[config.mk]
export PLATFORM = sky130hd
export DESIGN_NAME = mem_lsu
export DESIGN_NICKNAME = d
export VERILOG_FILES = /design/src/rtl/lsu_pkg.sv /design/src/rtl/lsu_tag_fifo.sv /design/src/rtl/mem_lsu.sv
export SDC_FILE = /design/constraint.sdc
export NUM_CORES = 1
export LEC_CHECK = 0
export CAP_MARGIN = 20
export CORE_UTILIZATION = 37
export CTS_CLUSTER_SIZE = 12
export DETAILED_ROUTE_END_ITERATION = 12
export GPL_TIMING_DRIVEN = 0
export PLACE_DENSITY = 0.78
export SKIP_CTS_REPAIR_TIMING = 1
export SLEW_MARGIN = 30
export SYNTH_ARGS = -nofsm -noshare
export SYNTH_HDL_FRONTEND = slang
export SYNTH_SLANG_ARGS = --single-unit
export TNS_END_PERCENT = 1
[constraint.sdc]
create_clock -name clk -period 2.5 [get_ports clk]
set_input_delay 0.25 -clock clk [delete_from_list [all_inputs] [get_ports clk]]
set_output_delay 0.25 -clock clk [all_outputs]
set_load 0.02 [all_outputs]
[src/rtl/lsu_pkg.sv]
// Shared types and constants for the MEM-stage load/store unit.
package lsu_pkg;

  typedef enum logic [3:0] {
    OP_NONE = 4'd0,
    OP_LB   = 4'd1,
    OP_LBU  = 4'd2,
    OP_LH   = 4'd3,
    OP_LHU  = 4'd4,
    OP_LW   = 4'd5,
    OP_SB   = 4'd6,
    OP_SH   = 4'd7,
    OP_SW   = 4'd8
  } lsu_op_t;

  localparam logic [4:0] EXC_ADEL = 5'd4;
  localparam logic [4:0] EXC_ADES = 5'd5;

  // Widest destination register address a tag can carry (REG_AW must not exceed it).
  localparam int TAG_WD_W = 5;

  typedef struct packed {
    logic [TAG_WD_W-1:0] wd;
    lsu_op_t             op;
    logic [1:0]          off;
    logic                discard;
  } lsu_tag_t;

  function automatic logic is_load(input lsu_op_t op);
    return (op == OP_LB) || (op == OP_LBU) || (op == OP_LH) || (op == OP_LHU) || (op == OP_LW);
  endfunction

  function automatic logic is_store(input lsu_op_t op);
    return (op == OP_SB) || (op == OP_SH) || (op == OP_SW);
  endfunction

  // Bus size code: 0 = byte, 1 = half, 2 = word.
  function automatic logic [1:0] op_size(input lsu_op_t op);
    case (op)
      OP_LH, OP_LHU, OP_SH: return 2'd1;
      OP_LW, OP_SW:         return 2'd2;
      default:              return 2'd0;
    endcase
  endfunction

endpackage

[src/rtl/lsu_tag_fifo.sv]
// In-order tag FIFO tracking outstanding bus requests; flush marks every entry discarded.
module lsu_tag_fifo
  import lsu_pkg::*;
#(
  parameter int DEPTH = 2,
  parameter int CW    = $clog2(DEPTH + 1)
) (
  input  logic          clk,
  input  logic          rst,
  input  logic          push,
  input  lsu_tag_t      push_tag,
  input  logic          pop,
  input  logic          flush,
  output lsu_tag_t      head,
  output logic [CW-1:0] count,
  output logic          full,
  output logic          empty
);

  localparam int PW = (DEPTH > 1) ? $clog2(DEPTH) : 1;

  lsu_tag_t      mem [DEPTH];
  logic [PW-1:0] wr_ptr;
  logic [PW-1:0] rd_ptr;
  logic [CW-1:0] count_reg;
  logic          push_eff;
  logic          pop_eff;

  function automatic logic [PW-1:0] ptr_inc(input logic [PW-1:0] p);
    return (p == PW'(DEPTH - 1)) ? '0 : p + 1'b1;
  endfunction

  assign full     = (count_reg == CW'(DEPTH));
  assign empty    = (count_reg == '0);
  assign count    = count_reg;
  assign head     = mem[rd_ptr];
  assign push_eff = push && !full;
  // A response with nothing outstanding is ignored.
  assign pop_eff  = pop && !empty;

  // Pointer and occupancy bookkeeping; pointers wrap modulo DEPTH.
  always_ff @(posedge clk or negedge rst) begin
    if (!rst) begin
      wr_ptr    <= '0;
      rd_ptr    <= '0;
      count_reg <= '0;
    end else begin
      if (push_eff) wr_ptr <= ptr_inc(wr_ptr);
      if (pop_eff)  rd_ptr <= ptr_inc(rd_ptr);
      count_reg <= count_reg + CW'(push_eff) - CW'(pop_eff);
    end
  end

  // Tag storage: a slot takes a new tag on push, otherwise flush raises its discard flag.
  always_ff @(posedge clk or negedge rst) begin
    if (!rst) begin
      for (int i = 0; i < DEPTH; i++) mem[i] <= '0;
    end else begin
      for (int i = 0; i < DEPTH; i++) begin
        if (push_eff && (wr_ptr == PW'(i))) mem[i] <= push_tag;
        else if (flush)                     mem[i].discard <= 1'b1;
      end
    end
  end

endmodule

[src/rtl/mem_lsu.sv]
// MEM-stage load/store unit: alignment checks, store lane steering, pipelined bus
// requests with up to DEPTH outstanding, and in-order extended load writeback.
module mem_lsu
  import lsu_pkg::*;
#(
  parameter int DEPTH  = 2,
  parameter int REG_AW = 5
) (
  input  logic              clk,
  input  logic              rst,
  input  logic              req_valid,
  input  logic [3:0]        req_op,
  input  logic [31:0]       req_addr,
  input  logic [31:0]       req_wdata,
  input  logic [REG_AW-1:0] req_wd,
  output logic              req_ready,
  output logic              mem_stall,
  input  logic              flush,
  output logic              data_req,
  output logic              data_wr,
  output logic [1:0]        data_size,
  output logic [31:0]       data_addr,
  output logic [31:0]       data_wdata,
  output logic [3:0]        data_wstrb,
  input  logic              data_addr_ok,
  input  logic              data_data_ok,
  input  logic [31:0]       data_rdata,
  output logic              wb_valid,
  output logic [REG_AW-1:0] wb_wd,
  output logic [31:0]       wb_wdata,
  output logic              exc_valid,
  output logic [4:0]        exc_code,
  output logic [31:0]       exc_badvaddr
);

  localparam int CW = $clog2(DEPTH + 1);

  lsu_op_t       op;
  logic          ld, st, mem_op, misalign;
  logic [1:0]    size;
  logic          issue, accept;
  logic [31:0]   wdata;
  logic [3:0]    strb;
  lsu_tag_t      push_tag;
  lsu_tag_t      head;
  logic [CW-1:0] fifo_count;
  logic          fifo_full, fifo_empty;
  logic          wb_take;
  logic [7:0]    byte_src;
  logic [15:0]   half_src;
  logic [31:0]   ext_data;
  logic          unused_count;

  assign op = lsu_op_t'(req_op);

  // Decode the op and check natural alignment for its access size.
  always_comb begin
    ld       = is_load(op);
    st       = is_store(op);
    mem_op   = ld || st;
    size     = op_size(op);
    misalign = ((size == 2'd1) && req_addr[0]) ||
               ((size == 2'd2) && (req_addr[1:0] != 2'b00));
  end

  // No bypass: a full FIFO blocks the request even if a response pops this cycle.
  assign issue  = req_valid && mem_op && !misalign && !fifo_full && !flush;
  assign accept = rst && issue && data_addr_ok;

  // Replicate store data across lanes and derive byte enables from the offset.
  always_comb begin
    wdata = req_wdata;
    strb  = 4'b1111;
    case (size)
      2'd0: begin
        wdata = {4{req_wdata[7:0]}};
        strb  = 4'b0001 << req_addr[1:0];
      end
      2'd1: begin
        wdata = {2{req_wdata[15:0]}};
        strb  = 4'b0011 << {req_addr[1], 1'b0};
      end
      default: begin
        wdata = req_wdata;
        strb  = 4'b1111;
      end
    endcase
  end

  // Every combinational output is forced low while reset is held.
  assign data_req     = rst && issue;
  assign data_wr      = rst && req_valid && st;
  assign data_size    = rst ? size : 2'd0;
  assign data_addr    = rst ? req_addr : 32'd0;
  assign data_wdata   = (rst && st) ? wdata : 32'd0;
  assign data_wstrb   = (rst && req_valid && st) ? strb : 4'd0;
  assign req_ready    = rst && req_valid && (!mem_op || misalign || accept);
  assign mem_stall    = rst && req_valid && !req_ready;
  assign exc_valid    = rst && req_valid && mem_op && misalign;
  assign exc_code     = exc_valid ? (st ? EXC_ADES : EXC_ADEL) : 5'd0;
  assign exc_badvaddr = exc_valid ? req_addr : 32'd0;

  // Build the tag remembered for each accepted request.
  always_comb begin
    push_tag                 = '0;
    push_tag.wd[REG_AW-1:0]  = req_wd;
    push_tag.op              = op;
    push_tag.off             = req_addr[1:0];
    push_tag.discard         = 1'b0;
  end

  lsu_tag_fifo #(
    .DEPTH (DEPTH),
    .CW    (CW)
  ) u_tag_fifo (
    .clk      (clk),
    .rst      (rst),
    .push     (accept),
    .push_tag (push_tag),
    .pop      (data_data_ok),
    .flush    (flush),
    .head     (head),
    .count    (fifo_count),
    .full     (fifo_full),
    .empty    (fifo_empty)
  );

  // Occupancy is exposed by the FIFO for debug; issue gating only needs full.
  assign unused_count = ^fifo_count;

  // A flush arriving with a response discards that response too.
  assign wb_take = data_data_ok && !fifo_empty && is_load(head.op) && !head.discard && !flush;

  // Align the addressed byte/half to bit 0 and extend according to the load type.
  always_comb begin
    byte_src = 8'(data_rdata >> {head.off, 3'b000});
    half_src = 16'(data_rdata >> {head.off[1], 4'b0000});
    ext_data = data_rdata;
    case (head.op)
      OP_LB:   ext_data = {{24{byte_src[7]}}, byte_src};
      OP_LBU:  ext_data = {24'd0, byte_src};
      OP_LH:   ext_data = {{16{half_src[15]}}, half_src};
      OP_LHU:  ext_data = {16'd0, half_src};
      default: ext_data = data_rdata;
    endcase
  end

  // Register the writeback one cycle after the response.
  always_ff @(posedge clk or negedge rst) begin
    if (!rst) begin
      wb_valid <= 1'b0;
      wb_wd    <= '0;
      wb_wdata <= '0;
    end else begin
      wb_valid <= wb_take;
      if (wb_take) begin
        wb_wd    <= head.wd[REG_AW-1:0];
        wb_wdata <= ext_data;
      end
    end
  end

endmodule

==> flow_summary.json <==
{
  "netlist.area_leader.share_pct": 35.66,
  "fmax_ghz": 0.3738,
  "min_period_ps": 2675,
  "cp_max_fo": 10,
  "postSynthCellCount": 541,
  "mostFrequentLayoutCells": "182 x clkdlybuf4s50_1, 76 x nand2_1, 67 x and2_1, 66 x dfrtp_1, 46 x a21oi_1",
  "vias_per_cell": 5.349,
  "max_cap_viol_count": 0,
  "drt_iter0_drc": 558,
  "drive_gt1_share_pct": 19.56,
  "regMostFlops": "wb_wdata",
  "cp_slowest_cell": "clkdlybuf4s50_1",
  "synth.ff_latch_count": 66,
  "largest_register_ffs": 32,
  "track_usage_pct": 27.12,
  "reg2reg_depth": 8,
  "power_density_mw_per_mm2": 800.1,
  "clkTransAtPathRegs_ps": 60,
  "htreeDepth": 3,
  "design.core.area_mm2": 0.01211,
  "power_leakage_nw": 3.826,
  "path_buf_inv": 5,
  "grt_max_degree": 48,
  "final_common_cell": "clkdlybuf4s50_1",
  "synth_flop_cell": "dfrtp_1",
  "rr_startpoint": "u_tag_fifo.rd_ptr$_DFFE_PN0P_",
  "total_power_mw": 6.194,
  "crit_family": "buffers and inverters",
  "synthToLayoutAreaGrowth_pct": 67.13,
  "violations": "setup timing",
  "synthArstFlopShare_pct": 100.0,
  "vdd.ir_drop.worst_mv": 0.4893,
  "final_nets": 926,
  "clk_path_buf_depth": 2,
  "grt-ovfl-total": 0,
  "cp.arrival_ps": 2430,
  "clock_sinks": 66,
  "worstSkewPairLatency_ps": 340,
  "fin_ws_ps": -175.4,
  "final_area_mm2": 0.007741,
  "worst_slew_pin_slew_ps": 600.3,
  "skew_ps": 10.41,
  "drc_errors": 0,
  "max_stage_delay_ps": 520,
  "antenna_found_initial": 1,
  "routed_wl_mm": 18.16,
  "cp.depth": 9,
  "setup_viol": 49,
  "yosysWarningCount": 0,
  "postSynthAreaPerCell_um2": 8.562,
  "synthDistinctLibCells": 56,
  "hold_path_class": "in -> async",
  "critPathRequiredTime_ps": 2250,
  "start_util_pct": 38.24,
  "place.port_buffers": 255,
  "reg2reg_slack_ps": 80,
  "hold_violations": 0,
  "syn_area_mm2": 0.004632,
  "cts_root_buf": "clkbuf_16",
  "die_area_mm2": 0.01297,
  "cp-end-kind": "output port",
  "gp_congestion": 0.8858,
  "die_y_um": 113.9,
  "cts_buffers": 9,
  "grt_pass1_vias": 5272,
  "drv_slew": 0,
  "finalCritPeriodShare_pct": 107.0,
  "instances_no_fill": 987,
  "drt_first_pass_iters": 6,
  "ys_seq_area_share_pct": 35.66,
  "synthTopCellsByArea": "dfrtp_1 36%, and2_1 9.0%, nand2_1 6.2%, a21oi_1 5.4%, mux2i_1 5.0%",
  "yosysTopAreaCell": "dfrtp_1",
  "wire_per_inst_um": 18.40,
  "placed_cells": 967,
  "grt_pass1_wl_mm": 27.37,
  "dr_total_vias": 5279,
  "row_count": 40,
  "cts_tree": "built",
  "path_cells": "clkdlybuf4s50_1, buf_4, or3b_2, a21o_1, buf_2, buf_4, nand2_1, a21oi_1, buf_2",
  "ant_nets": 0,
  "synth-edff-count": 0,
  "reg2reg_to": "wb_wdata[6]$_DFFE_PN0P_",
  "ioPinCount": 261,
  "top_regs": "wb_wdata x32, u_tag_fifo.mem x24, wb_wd x5",
  "dp.final_hpwl_mm": 14.05,
  "relSlewSlack_pct": 59.80,
  "critPathKind": "in -> out",
  "fp.dieW_um": 113.9,
  "status": "finished with violations",
  "cp-start-kind": "input pin",
  "rsz0062_at_grt": "yes",
  "place_area_mm2": 0.007427
}
-- stage by stage --
stage	setup slack [ps]	TNS [ps]	utilization, %	hold slack (ps)
6_report	-175.4	-2699	63.92	0.6637
5_1_grt	-269.4	-8858	63.92	23.86
4_1_cts	-841.2	-48490	64.21	-162.8
3_5_place_dp	-838.9	-49130	61.32	192.9
3_3_place_gp	-2944	-395730	61.12	456.8
2_1_floorplan	284.3	0	-	-45.59
-- metal layers --
| metal | routed length (um) | global-route usage (%) | vias to the layer above |
|---|---|---|---|
| li1 | - | - | 2425 |
| met4 | 497 | 9.524 | 0 |
| met5 | 0 | 0 | - |
| met3 | 1509 | 7.598 | 43 |
| met1 | 6974 | 31.96 | 2532 |
| met2 | 9176 | 47.28 | 279 |
-- cells in the mapped netlist (all sizes together) (4+ instances only) --
master and number:
inv 8, o31ai 7, dfrtp 66, nor3 10, buf 25, a21oi 51, nor4 9, o22ai 8
and3 9, a211oi 16, xnor2 4, o21ai 25, clkbuf 21, mux2 25, nor2 44, and2 67
mux2i 25, o211a 7, nand2 77
-- layout make-up --
class	instances	area, um^2
antenna	1	2.502
buffer	46	294.0
clock buffer	9	225.2
clock inverter	7	125.1
fill	1062	4370
inverter	8	30.03
multi-input combinational	423	2753
sequential	66	1652
tap	168	210.2
timing repair buffer	259	2450
-- how the worst max path moves through the flow --
stage                    from          endpoint  slack [ps]
floorplan           req_op[1]    data_wdata[24]         280
global placement          rst  exc_badvaddr[21]       -2940
detailed placement  req_op[3]    data_wdata[20]        -840
CTS                 req_op[3]    data_wdata[20]        -840
global route        req_op[3]    data_wdata[22]        -270
finish              req_op[3]    data_wdata[22]        -180
-- kinds of logic after synthesis --
| group | after synthesis | synth area share, % |
|---|---|---|
| other | 1 | 0.08096 |
| AO/OA/AOI/OAI | 128 | 17.45 |
| flip-flops | 66 | 35.66 |
| adder cells (fa/ha/maj) | 2 | 0.5402 |
| XOR/XNOR | 4 | 0.7563 |
| AND/OR/NAND/NOR | 235 | 26.15 |
| multiplexers | 51 | 13.13 |
| buffers and inverters | 54 | 6.240 |
-- worst reg2reg max path, stage by stage, from the launching register on --
cell and delay (ps):
dfrtp_1 360, buf_6 170, buf_6 190, mux2_4 340, o211ai_1 300, buf_2 320, a211oi_1 100, nor4_1 390
o31ai_1 130
-- power breakdown --
part / switching, mW / total [mW] / internal, mW / leakage, nW
sequential: 0.252 / 1.67 / 1.42 / 0.877
combinational: 1.58 / 3.05 / 1.46 / 2.78
clock: 0.491 / 1.47 / 0.982 / 0.170
Note: power is estimated with default switching activity, not from simulation.
